`src/rtl/cpu_cmd_sequencer.sv`:
```
// Host command sequencer: decodes UART command words into CPU reset, step,
// run and PC-readback actions, then sends exactly one reply word.
//
// Ports:
//   div_clk, reset        clock and synchronous active-high reset
//   rx_data, rx_valid     received command/argument word and its strobe
//   tx_data, tx_start     reply word (held) and its one-cycle launch strobe
//   tx_done               transmitter completion strobe
//   pc                    CPU program counter, sampled into replies
//   cpu_reset, cpu_run    CPU reset request and clock enable
//   state, busy           FSM state encoding and not-idle flag
module cpu_cmd_sequencer #(
  parameter int DATA_W = 32,
  parameter int CNT_W = 16,
  parameter int RESET_CYC = 4,
  parameter int TIMEOUT_CYC = 1000,
  parameter logic [DATA_W-1:0] ACK_CODE = DATA_W'(3),
  parameter logic [DATA_W-1:0] NAK_CODE = '1
) (
  input  logic              div_clk,
  input  logic              reset,
  input  logic [DATA_W-1:0] rx_data,
  input  logic              rx_valid,
  output logic [DATA_W-1:0] tx_data,
  output logic              tx_start,
  input  logic              tx_done,
  input  logic [DATA_W-1:0] pc,
  output logic              cpu_reset,
  output logic              cpu_run,
  output logic [2:0]        state,
  output logic              busy
);

  typedef enum logic [2:0] {
    S_IDLE      = 3'd0,
    S_RESET_CPU = 3'd1,
    S_WAIT_ARG  = 3'd2,
    S_STEPPING  = 3'd3,
    S_RUNNING   = 3'd4,
    S_SEND      = 3'd5,
    S_WAIT_TX   = 3'd6
  } state_t;

  localparam int TMAX =
    (TIMEOUT_CYC > RESET_CYC) ? TIMEOUT_CYC : RESET_CYC;
  localparam int TW = $clog2(TMAX) + 1;
  localparam logic [TW-1:0] RST_LAST = TW'(RESET_CYC - 1);
  localparam logic [TW-1:0] TMO_LAST = TW'(TIMEOUT_CYC - 1);

  localparam logic [DATA_W-1:0] CMD_RESET = DATA_W'(1);
  localparam logic [DATA_W-1:0] CMD_RDPC  = DATA_W'(2);
  localparam logic [DATA_W-1:0] CMD_STEP  = DATA_W'(3);
  localparam logic [DATA_W-1:0] CMD_RUN   = DATA_W'(4);
  localparam logic [DATA_W-1:0] CMD_HALT  = DATA_W'(5);

  state_t            st_q, st_d;
  logic [CNT_W-1:0]  step_q, step_d;
  logic [TW-1:0]     tmo_q, tmo_d;
  logic              halt_q, halt_d;
  logic [DATA_W-1:0] txd_q, txd_d;

  always_ff @(posedge div_clk) begin
    if (reset) begin
      st_q   <= S_IDLE;
      step_q <= '0;
      tmo_q  <= '0;
      halt_q <= 1'b0;
      txd_q  <= '0;
    end else begin
      st_q   <= st_d;
      step_q <= step_d;
      tmo_q  <= tmo_d;
      halt_q <= halt_d;
      txd_q  <= txd_d;
    end
  end

  // tmo_d defaults to zero, so the cycle timer restarts whenever
  // a state is left or entered.
  always_comb begin
    st_d   = st_q;
    step_d = step_q;
    tmo_d  = '0;
    halt_d = 1'b0;
    txd_d  = txd_q;
    case (st_q)
      S_IDLE: begin
        if (rx_valid) begin
          unique case (1'b1)
            rx_data == CMD_RESET: st_d = S_RESET_CPU;
            rx_data == CMD_RDPC: begin
              txd_d = pc;
              st_d  = S_SEND;
            end
            rx_data == CMD_STEP: st_d = S_WAIT_ARG;
            rx_data == CMD_RUN:  st_d = S_RUNNING;
            default: begin
              txd_d = NAK_CODE;
              st_d  = S_SEND;
            end
          endcase
        end
      end
      S_RESET_CPU: begin
        if (tmo_q == RST_LAST) begin
          txd_d = ACK_CODE;
          st_d  = S_SEND;
        end else begin
          tmo_d = tmo_q + TW'(1);
        end
      end
      S_WAIT_ARG: begin
        if (rx_valid) begin
          step_d = rx_data[CNT_W-1:0];
          st_d   = S_STEPPING;
        end else if (tmo_q == TMO_LAST) begin
          txd_d = NAK_CODE;
          st_d  = S_SEND;
        end else begin
          tmo_d = tmo_q + TW'(1);
        end
      end
      S_STEPPING: begin
        if (step_q != '0) begin
          step_d = step_q - CNT_W'(1);
        end else begin
          txd_d = pc;
          st_d  = S_SEND;
        end
      end
      // HALT stops the CPU for one cycle while still in RUNNING,
      // so the sampled pc includes every executed instruction.
      S_RUNNING: begin
        if (halt_q) begin
          txd_d = pc;
          st_d  = S_SEND;
        end else begin
          halt_d = rx_valid && (rx_data == CMD_HALT);
        end
      end
      S_SEND: st_d = S_WAIT_TX;
      S_WAIT_TX: begin
        if (tx_done) st_d = S_IDLE;
      end
      default: st_d = S_IDLE;
    endcase
  end

  always_comb begin
    cpu_reset = (st_q == S_RESET_CPU);
    cpu_run   = ((st_q == S_STEPPING) && (step_q != '0))
             || ((st_q == S_RUNNING) && !halt_q);
    tx_start  = (st_q == S_SEND);
    busy      = (st_q != S_IDLE);
    state     = st_q;
    tx_data   = txd_q;
  end

endmodule

```
`config.mk`:
```
export PLATFORM = sky130hd
export DESIGN_NAME = cpu_cmd_sequencer
export DESIGN_NICKNAME = d
export VERILOG_FILES = /design/src/rtl/cpu_cmd_sequencer.sv
export SDC_FILE = /design/constraint.sdc
export NUM_CORES = 1
export LEC_CHECK = 0
export CORE_ASPECT_RATIO = 0.7
export CORE_MARGIN = 1
export CORE_UTILIZATION = 30
export CTS_BUF_LIST = sky130_fd_sc_hd__clkbuf_8 sky130_fd_sc_hd__clkbuf_16
export DETAILED_ROUTE_END_ITERATION = 10
export GPL_ROUTABILITY_DRIVEN = 0
export GPL_TIMING_DRIVEN = 0
export HOLD_SLACK_MARGIN = 0.03
export MAX_ROUTING_LAYER = met4
export SLEW_MARGIN = 20
export SYNTH_ARGS = -nofsm -noshare
export SYNTH_HDL_FRONTEND = slang
export SYNTH_SLANG_ARGS = --single-unit
export TNS_END_PERCENT = 50
```
`constraint.sdc`:
```
create_clock -name div_clk -period 2.85 [get_ports div_clk]
set_clock_uncertainty 0.05 [all_clocks]
set_input_delay 0.57 -clock div_clk [delete_from_list [all_inputs] [get_ports div_clk]]
set_output_delay 0.57 -clock div_clk [all_outputs]
set_load 0.005 [all_outputs]
```
==> metrics.md, run 1 <==
| Metric | Value |
|---|---|
| Outcome | `complete, no violations` |
| Max Slew Vio Count | `0` |
| Leading cell type in the layout, fill and taps excluded | `clkdlybuf4s50_1` |
| YS warnings | `0` |
| IO Count | `107` |
| Startpoint types | `register` |
| Syn Inst Count | `slightly below 600` |
| Delay-heaviest family, CP | `buffers and inverters` |
| Port Buf Inserts | `roughly 110` |
| Vias | `5225` |
| Reg-to-reg startpoint | `state[1]` |
| Area delta synth->final | `37.9%` |
| Top cell type by total area after synthesis | `dfxtp_1` |
| Drt drc | `0` |
| Routed vias/inst | `5.77` |
| Core Area | `about 14000 um2` |
| Pre-CTS WS | `-0.645 ns` |
| Final setup margin | `around 0.10 ns` |
| Worst-path fanout max | `10` |
| Max Buffers Root-to-Sink | `2` |
| CP Capture Point | `cpu_run` |
| Fmax | `0.364 GHz` |
| Cell Rows | `36` |
| Initial core utilization | `between 30% and 40%` |
| Die extent in y | `around 100 um` |
| Slowest CP cell | `clkdlybuf4s50_1` |
| Share of cells above drive strength 1 | `10.3%` |
| Die X | `about 150 um` |
| Unique masters post-synth | `67` |
| DIE AREA | `between 15000 and 20000 um2` |
| Nets@finish | `between 700 and 800` |
| Crit Path Class | `register to output pin` |
| Syn Area/Cell | `approximately 7.5 um2` |
| CP peak stage delay | `approximately 0.51 ns` |
| Crit path time final | `between 2 and 3 ns` |
| HP Class | `register to register` |
| Antenna violations before repair | `0` |
| Mapped Area | `between 4000 and 5000 um2` |
| Fill count | `between 1000 and 1500` |
| Worst Max-Slew Pin Slew | `0.834 ns` |
| #FFs+latches synth | `63` |
| Max Cap Viol | `0` |
| Fin cells | `about 910` |
| Beginning of the critical path | `state[0]` |
| Top FF cell, synth | `dfxtp_1` |
| Wire per inst | `17.5 um` |
| Antenna Violating Nets Remaining | `0` |
| PwrDens | `slightly above 800 nW/um2` |
| R2R depth | `6` |
| # H-tree levels | `3` |
| Placed inst area | `approximately 5800 um2` |
| Syn_nets | `between 600 and 700` |
| TritonCTS clock tree | `done` |
| Total Routed Length | `roughly 16 mm` |
| Placed cell count | `approximately 890` |
| Iter 0 DRT Violations | `~480` |
| Most frequent cells in the layout | `clkdlybuf4s50_1, inv_1, dfxtp_1, nand2_1, nor3_1` |
| Worst Setup End Kind | `output pin` |
| Max VDD drop | `about 440 uV` |
| Overflow after GRT | `0` |
| Leak | `between 2 and 2.5 nW` |
| CTS root buf | `clkbuf_16` |
| Post-DP HPWL | `approximately 12 mm` |
| CP Data Required Time | `roughly 2.2 ns` |
| Slew headroom | `44.4%` |
| Sink Count | `63` |
| Sequential element share of the synthesized area | `28.3%` |
| Buffers and inverters on the worst path | `3` |
| Tightest hold margin | `slightly above 0.4 ns` |
| Switching share of power | `between 30 and 40%` |
| Top cells by area, synth | `dfxtp_1, nor3_1, inv_1` |
| CP arrival | `between 2 and 2.5 ns` |
| CTS Hold Bufs | `0` |
| Vias in the first global route | `4927` |
| Worst skew pair latency | `about 0.35 ns` |
| First-pass GRT wire length | `approximately 25 mm` |
| GRT Overall Usage | `20.9%` |
| ANT cells | `0` |
| Reg-to-Reg End | `step_q[11]` |
| Crit path depth | `6` |
| Pre-antenna DRT Iters | `5` |
| Clk slew on worst S/H paths | `around 0.06 ns` |
| Total CTS buffers | `9` |
| Reg2Reg Setup Slack | `about 0.35 ns` |
| Combinational power share | `approximately half` |
| Post-synth EDFFs | `0` |
| Pin count of the biggest net entering global routing | `17` |
| Final hold violations | `0` |
| Int Pwr | `0.00312 W` |
| P_sw | `0.00199 W` |
| Crit path cell chain | `buf_4 -> nor2_2 -> clkbuf_4 -> nand3b_1 -> nand2_1 -> clkdlybuf4s50_1` |
| Asr flop ratio synth | `0%` |
| Final worst path period share | `a little under 100%` |
| Sequential Power Share | `25.6%` |
| Power share of the clock group | `23.5%` |
| Top-area cell type share of the netlist area | `28.3%` |
| Final setup fails | `0` |
| Design area | `6140 um2` |
-- registers in the layout, indices dropped and copies added, names as in the netlist --
register / count
halt_q: 1
state: 3
step_q: 16
tmo_q: 11
tx_data: 32
-- stage by stage --
step                      power [W]  TNS (ns)  util, %
final                       0.00511         0     43.3
after global placement      0.00375    -13.82     40.5
after floorplan             0.00273         0        -
after CTS                   0.00507         0     43.1
after global routing        0.00541  -0.00102     43.3
after detailed placement    0.00381    -15.29     40.5
-- cell usage after synthesis (all sizes together) (2+ instances only) --
master / count
or2: 2
a31oi: 28
a21oi: 18
buf: 15
a22oi: 4
or3b: 2
o21ai: 15
nor4b: 3
nor2: 34
nor3b: 2
and2: 5
inv: 62
and4: 3
ha: 3
o31ai: 7
nand3: 36
nand2: 58
o22ai: 4
nand4b: 3
o311ai: 26
and3: 3
a211o: 2
nor4: 11
o32ai: 27
xor2: 4
dfxtp: 63
nor2b: 2
clkbuf: 43
o2111ai: 3
nand2b: 2
nor3: 57
a311oi: 7
nand3b: 3
nand4: 5
xnor2: 5
a211oi: 6
a41oi: 8
or3: 3
-- routing by layer --
metal  part of all wire, %  vias up  track usage [%]
li1                      -     2455                -
met1                    47     2441             29.6
met2                    42      297             30.3
met3                   8.9       32             3.99
met4                   1.5        0             5.08
met5                     0        -                -
-- worst min-delay path by stage --
stage / from / to / cells after the start
floorplan: tmo_q[0] / tmo_q[0] / 1
finish: tx_data[31] / tx_data[31] / 2
global route: tx_data[6] / tx_data[6] / 2
CTS: tx_data[31] / tx_data[31] / 2
detailed placement: tx_data[3] / tx_data[3] / 2
global placement: tmo_q[0] / tmo_q[0] / 1
-- cells by family after synthesis --
| family | after synthesis | share of synthesized area (%) |
|---|---|---|
| DFF | 63 | 28.3 |
| adders and majority gates | 3 | 0.843 |
| xor gates and xnor gates | 9 | 1.77 |
| and+or+nand+nor | 237 | 28.1 |
| AOI/OAI and AO/OA | 164 | 30.0 |
| buffers and inverters | 120 | 11.0 |
-- cell type report --
cell class	count	area [um2]	share of cell area, %
buffer	55	275	4.48
clock buffer	9	225	3.67
clock inverter	7	88.8	1.45
inverter	62	233	3.79
multi-input combinational	413	2760	45.0
sequential	63	1260	20.5
tap	190	238	3.87
timing repair buffer	106	1060	17.3
-- worst min-delay path: stages, from the launching register on --
cell and delay [ns]:
dfxtp_1 0.31, inv_1 0.05, o32ai_1 0.05
-- repair_timing --
action	CTS	global route
gates resized for setup	28	15
setup buffers	0	0
setup endpoints to repair	29	16
-- power groups by stage --
| stage | Sequential, W | Clock (W) | Combinational (W) |
|---|---|---|---|
| finish | 0.00131 | 0.00120 | 0.00260 |
| detailed placement | 0.00132 | 0 | 0.00249 |
| global placement | 0.00132 | 0 | 0.00243 |
| global route | 0.00134 | 0.00125 | 0.00282 |
| CTS | 0.00131 | 0.00121 | 0.00254 |
| floorplan | 0.00132 | 0 | 0.00141 |
Note: power is estimated with default switching activity, not from simulation.
==> run 2: changes to the inputs <==
ABC_CLOCK_PERIOD_IN_PS = 2850   (was not set)
CORE_UTILIZATION = 50   (was 30)
PLACE_DENSITY = 0.8   (was not set)
==> metrics.md, run 2 (synthesis results as in run 1) <==
| Metric | Value |
|---|---|
| Delay-heaviest family, CP | `buffers and inverters` |
| Total CTS buffers | `9 (unchanged)` |
| Antenna Violating Nets Remaining | `0 (unchanged)` |
| Worst skew pair latency | `0.34 ns (about the same)` |
| Post-CTS setup buffers | `0 (unchanged)` |
| CP peak stage delay | `0.51 ns (about the same)` |
| TritonCTS clock tree | `done` |
| CP Capture Point | `cpu_run` |
| Antenna violations before repair | `0 (unchanged)` |
| Vias in the first global route | `4822 (-2.1%)` |
| GRT Overall Usage | `33.6% (+13 points)` |
| Share of cells above drive strength 1 | `9.69% (-0.66 points)` |
| Die X | `115 um (-22%)` |
| Crit path cell chain | `clkbuf_4 -> nor2_1 -> clkbuf_4 -> nand3b_1 -> nand2_1 -> clkdlybuf4s50_1` |
| Design area | `5990 um2 (-2.5%)` |
| Leading cell type in the layout, fill and taps excluded | `clkdlybuf4s50_1` |
| Crit-path most repeated cell | `clkbuf_4` |
| Initial core utilization | `52.1% (+21 points)` |
| Nets@finish | `780 (-0.13%)` |
| Met1 Usage GRT | `45.4% (+16 points)` |
| Vias | `5414 (+3.6%)` |
| Reg-to-Reg End | `step_q[11]` |
| Buffers and inverters on the worst path | `3 (unchanged)` |
| Cell Rows | `28 (-22%)` |
| CTS root buf | `clkbuf_16` |
| Worst Max-Slew Pin Slew | `0.916 ns (+0.0826 ns)` |
| Placed inst area | `5670 um2 (-1.5%)` |
| Slew headroom | `38.9% (-5.5 points)` |
| Wire per inst | `18.2 um (+4.0%)` |
| Pre-antenna DRT Iters | `6 (+1)` |
| First-pass GRT wire length | `23.8 mm (-5.0%)` |
| Fmax | `0.356 GHz (-2.1%)` |
| Outcome | `complete, no violations` |
| Post-DP HPWL | `10.5 mm (-9.9%)` |
| Beginning of the critical path | `state[0]` |
| # H-tree levels | `3 (unchanged)` |
| Crit path time final | `2.81 ns (+0.0603 ns)` |
| Max Buffers Root-to-Sink | `2 (unchanged)` |
| Placed cell count | `822 (-7.8%)` |
| Clk slew on worst S/H paths | `0.05 ns (about the same)` |
| Slowest CP cell | `clkdlybuf4s50_1` |
| GR Util met2 | `50.5% (+20 points)` |
| IO Count | `107 (unchanged)` |
| Most frequent cells in the layout | `clkdlybuf4s50_1, dfxtp_1, inv_1, nand2_1, nor3_1` |
| Final hold violations | `0 (unchanged)` |
| R2R depth | `8 (+2)` |
| Final setup fails | `0 (unchanged)` |
| Max Cap Viol | `0 (unchanged)` |
| Max VDD drop | `542 uV (+23%)` |
| Layer with the highest usage | `met2` |
| RSZ-0062 raised after global routing | `yes` |
| Largest register FFs | `32 (unchanged)` |
| Leak | `2.10 nW (-1.2%)` |
| Crit Path Class | `register to output pin` |
| Drt drc | `0 (unchanged)` |
| Fin cells | `832 (-8.1%)` |
| PwrDens | `830 nW/um2 (-0.13%)` |
| CP arrival | `2.19 ns (+0.06 ns)` |
| Total Routed Length | `15.1 mm (-4.4%)` |
| Max Slew Vio Count | `0 (unchanged)` |
| Port Buf Inserts | `106 (unchanged)` |
| Met3 usage in global routing | `6.64% (+2.7 points)` |
| Sink Count | `63 (unchanged)` |
| CP Data Required Time | `2.23 ns (about the same)` |
| Worst-path fanout max | `10 (unchanged)` |
| Worst Setup End Kind | `output pin` |
| Overflow after GRT | `0 (unchanged)` |
| Reg-to-reg startpoint | `step_q[0]` |
| Die extent in y | `81.0 um (-22%)` |
| Final worst path period share | `98.5% (+2.1 points)` |
| ANT cells | `0 (unchanged)` |
| Crit path depth | `6 (unchanged)` |
| Core Area | `8550 um2 (-40%)` |
| Reg2Reg Setup Slack | `0.30 ns (-0.05 ns)` |
| Routed vias/inst | `6.51 (+13%)` |
| Startpoint types | `register` |
| Area delta synth->final | `34.6%` |
| Pin count of the biggest net entering global routing | `17 (unchanged)` |
| Iter 0 DRT Violations | `824 (+71%)` |
| DIE AREA | `9300 um2 (-39%)` |
| HP Class | `register to register` |
## run 2: changes by cell type in the layout (fill, tap and decap cells not counted), sizes merged
cell,change
bufinv,-1
inv,-1
clkbuf,+2
clkinvlp,-1
buf,-2
## run 2: power breakdown
| part | internal [W] | leakage, nW | total, W | switching [W] |
|---|---|---|---|---|
| clock | 0.000687 | 0.140 | 0.00109 | 0.000408 |
| combinational | 0.00118 | 1.44 | 0.00257 | 0.00139 |
| sequential | 0.00115 | 0.516 | 0.00131 | 0.000161 |
| total | 0.00302 | 2.10 | 0.00498 | 0.00196 |
## run 2: final cells by class
| cell class | instances | area, um2 |
|---|---|---|
| buffer | 54 | 255 |
| clock buffer | 10 | 239 |
| clock inverter | 4 | 47.5 |
| fill | 712 | 2550 |
| inverter | 62 | 233 |
| multi-input combinational | 413 | 2750 |
| sequential | 63 | 1260 |
| tap | 120 | 150 |
| timing repair buffer | 106 | 1060 |
## run 2: worst min-delay path by stage
stage | start | end | depth (start not counted)
2_1_floorplan | tmo_q[0] | tmo_q[0] | 1
3_3_place_gp | tmo_q[0] | tmo_q[0] | 1
3_5_place_dp | tx_data[20] | tx_data[20] | 2
4_1_cts | tx_data[20] | tx_data[20] | 2
5_1_grt | tx_data[19] | tx_data[19] | 2
6_report | tx_data[20] | tx_data[20] | 2
## run 2: worst min-delay path, stage by stage (launching register included)
cell and delay (ns):
dfxtp_1 0.31, inv_1 0.05, o32ai_1 0.05
## run 2: repair_timing
item / 4_1_cts / 5_1_grt
gates resized for setup: 6 / 31
setup endpoints to repair: 11 / 30
gates cloned: 0 / 0
hold buffers: 0 / 0
pin swaps: 0 / 1
## run 2: per-layer routing
layer	share of wire [%]	up-vias	wire length, um
met1	43	2541	6550
li1	-	2461	-
met5	0	-	0
met4	2.5	0	380
met2	44	355	6700
met3	10	57	1510
## run 2: metrics by stage
step	power [W]	utilization [%]	hold slack [ns]	setup TNS, ns	setup slack, ns
finish	0.00498	70.1	0.409	0	0.0434
global route	0.00524	70.1	0.420	-0.0459	-0.0459
CTS	0.00489	69.7	0.408	-0.416	-0.110
detailed placement	0.00377	66.3	0.397	-8.21	-0.451
global placement	0.00369	66.3	0.394	-9.89	-0.512
floorplan	0.00273	-	0.380	0	0.640
==> run 3: changes to the inputs <==
CORE_MARGIN = 2   (was 1)
TNS_END_PERCENT = not set   (was 50)
==> metrics.md, run 3 (synthesis results as in run 1) <==
| Metric | Value |
|---|---|
| HP Class | `register to register` |
| Max Buffers Root-to-Sink | `2 (unchanged)` |
| Crit path time final | `2.78 ns (-0.0261 ns)` |
| Total CTS buffers | `9 (unchanged)` |
| Max VDD drop | `562 uV (+3.7%)` |
| Fmax | `0.360 GHz (+0.94%)` |
| Clk slew on worst S/H paths | `0.06 ns (about the same)` |
| Share of cells above drive strength 1 | `10.6% (+0.92 points)` |
| Final setup margin | `0.0695 ns (+0.0261 ns)` |
| Pre-CTS WS | `-0.493 ns (-0.0423 ns)` |
| Antenna violations before repair | `0 (unchanged)` |
| Iter 0 DRT Violations | `566 (-31%)` |
| Max Cap Viol | `0 (unchanged)` |
| Antenna Violating Nets Remaining | `0 (unchanged)` |
| Reg-to-reg startpoint | `state[1]` |
| CP Capture Point | `cpu_run` |
| Vias | `5305 (-2.0%)` |
| Register area | `1260 um2 (unchanged)` |
| Die extent in y | `83.0 um (+2.5%)` |
| Crit Path Class | `register to output pin` |
| First-pass GRT wire length | `23.4 mm (-1.9%)` |
| Hold_sp | `tx_data[19]` |
| Post-CTS setup buffers | `0 (unchanged)` |
| GRT Overall Usage | `30.6% (-3.0 points)` |
| ANT cells | `0 (unchanged)` |
| Leading cell type in the layout, fill and taps excluded | `clkdlybuf4s50_1` |
| Met3 usage in global routing | `6.93% (+0.29 points)` |
| Area delta synth->final | `35.8%` |
| Total Routed Length | `14.8 mm (-2.5%)` |
| Multi-input gate area | `2780 um2 (+1.0%)` |
| Overflow after GRT | `0 (unchanged)` |
| Pin count of the biggest net entering global routing | `17 (unchanged)` |
| Drt drc | `0 (unchanged)` |
| GR Util met2 | `43.6% (-6.9 points)` |
| Worst Setup End Kind | `output pin` |
| CTS Hold Bufs | `0 (unchanged)` |
| Beginning of the critical path | `state[0]` |
| Outcome | `complete, no violations` |
| Fill count | `732 (+2.8%)` |
| Routed vias/inst | `6.35 (-2.5%)` |
| Post-DP HPWL | `10.5 mm (+0.10%)` |
| Cell Rows | `28 (unchanged)` |
| Wire per inst | `17.7 um (-3.0%)` |
| Met1 Usage GRT | `42.8% (-2.6 points)` |
| IO Count | `107 (unchanged)` |
| R2R depth | `6 (-2)` |
| Layer with the highest usage | `met2` |
| Worst skew pair latency | `0.34 ns (about the same)` |
| Max Slew Vio Count | `0 (unchanged)` |
| # H-tree levels | `3 (unchanged)` |
| Nets@finish | `782 (+0.26%)` |
| Leak | `2.12 nW (+0.85%)` |
| Core Area | `8550 um2 (unchanged)` |
| Sink Count | `63 (unchanged)` |
| Largest register FFs | `32 (unchanged)` |
| Die X | `117 um (+1.7%)` |
| Slew headroom | `38.6% (-0.35 points)` |
| Worst Max-Slew Pin Slew | `0.921 ns (+0.00527 ns)` |
| DIE AREA | `9690 um2 (+4.3%)` |
| CTS root buf | `clkbuf_16` |
| Final hold violations | `0 (unchanged)` |
| CP arrival | `2.16 ns (-0.03 ns)` |
| Worst-path fanout max | `10 (unchanged)` |
| Initial core utilization | `52.1% (unchanged)` |
| Total power | `0.00499 W (+0.29%)` |
| CP Data Required Time | `2.23 ns (about the same)` |
| Most frequent cells in the layout | `clkdlybuf4s50_1, dfxtp_1, inv_1, nand2_1, nor3_1` |
| Startpoint types | `register` |
| Vias in the first global route | `4822 (unchanged)` |
| Reg2Reg Setup Slack | `0.27 ns (-0.03 ns)` |
| PwrDens | `825 nW/um2 (-0.66%)` |
| Reg-to-Reg End | `step_q[11]` |
| Port Buf Inserts | `106 (unchanged)` |
| Final worst path period share | `97.6% (-0.92 points)` |
| Pre-antenna DRT Iters | `5 (-1)` |
| Final setup fails | `0 (unchanged)` |
| TritonCTS clock tree | `done` |
[run 3: worst min-delay path by stage]
stage	end	slack [ns]	cells past startpoint
detailed placement	tx_data[27]	0.40	2
global route	tx_data[25]	0.43	2
CTS	tx_data[27]	0.40	2
finish	tx_data[19]	0.41	2
global placement	tmo_q[0]	0.39	1
floorplan	tmo_q[0]	0.38	1
[run 3: what timing repair did]
item,in CTS,in global routing
gates resized for setup,21,24
pin swaps,0,0
gates cloned,0,0
setup endpoints to repair,15,24
[run 3: critical path, cell delays in order (launching register included)]
cell             delay [ns]
dfxtp_1                0.33
clkbuf_4               0.19
nor2_2                 0.23
buf_2                  0.29
nand3b_1               0.15
nand2_1                0.12
clkdlybuf4s50_1        0.51
[run 3: metal layers]
| metal | share of wire [%] | vias to the layer above |
|---|---|---|
| met1 | 45 | 2480 |
| met4 | 1.6 | 0 |
| li1 | - | 2466 |
| met2 | 44 | 329 |
| met3 | 9.8 | 30 |
| met5 | 0 | - |
[run 3: cell type report]
type | instances | area share (%)
buffer | 56 | 4.49
timing repair buffer | 106 | 17.5
tap | 120 | 2.48
sequential | 63 | 20.8
multi-input combinational | 413 | 45.9
inverter | 62 | 3.85
clock inverter | 6 | 0.993
clock buffer | 10 | 3.95
[run 3: power by group]
part / internal [W] / switching [W] / total, W
logic: 0.00119 / 0.00137 / 0.00257
registers: 0.00115 / 0.000156 / 0.00131
clock network: 0.000695 / 0.000423 / 0.00112
[run 3: stage by stage]
stage                     std cells  util [%]  TNS (ns)  cell area [um2]  hold slack, ns
after detailed placement        822      66.3     -9.82             5670           0.395
after global routing            836      70.8  -0.00969             6050           0.429
after global placement          822      66.3     -9.34             5670           0.394
after floorplan                 596         -         0             4450           0.380
after CTS                       837      70.2         0             6000           0.405
final                           836      70.8         0             6050           0.408
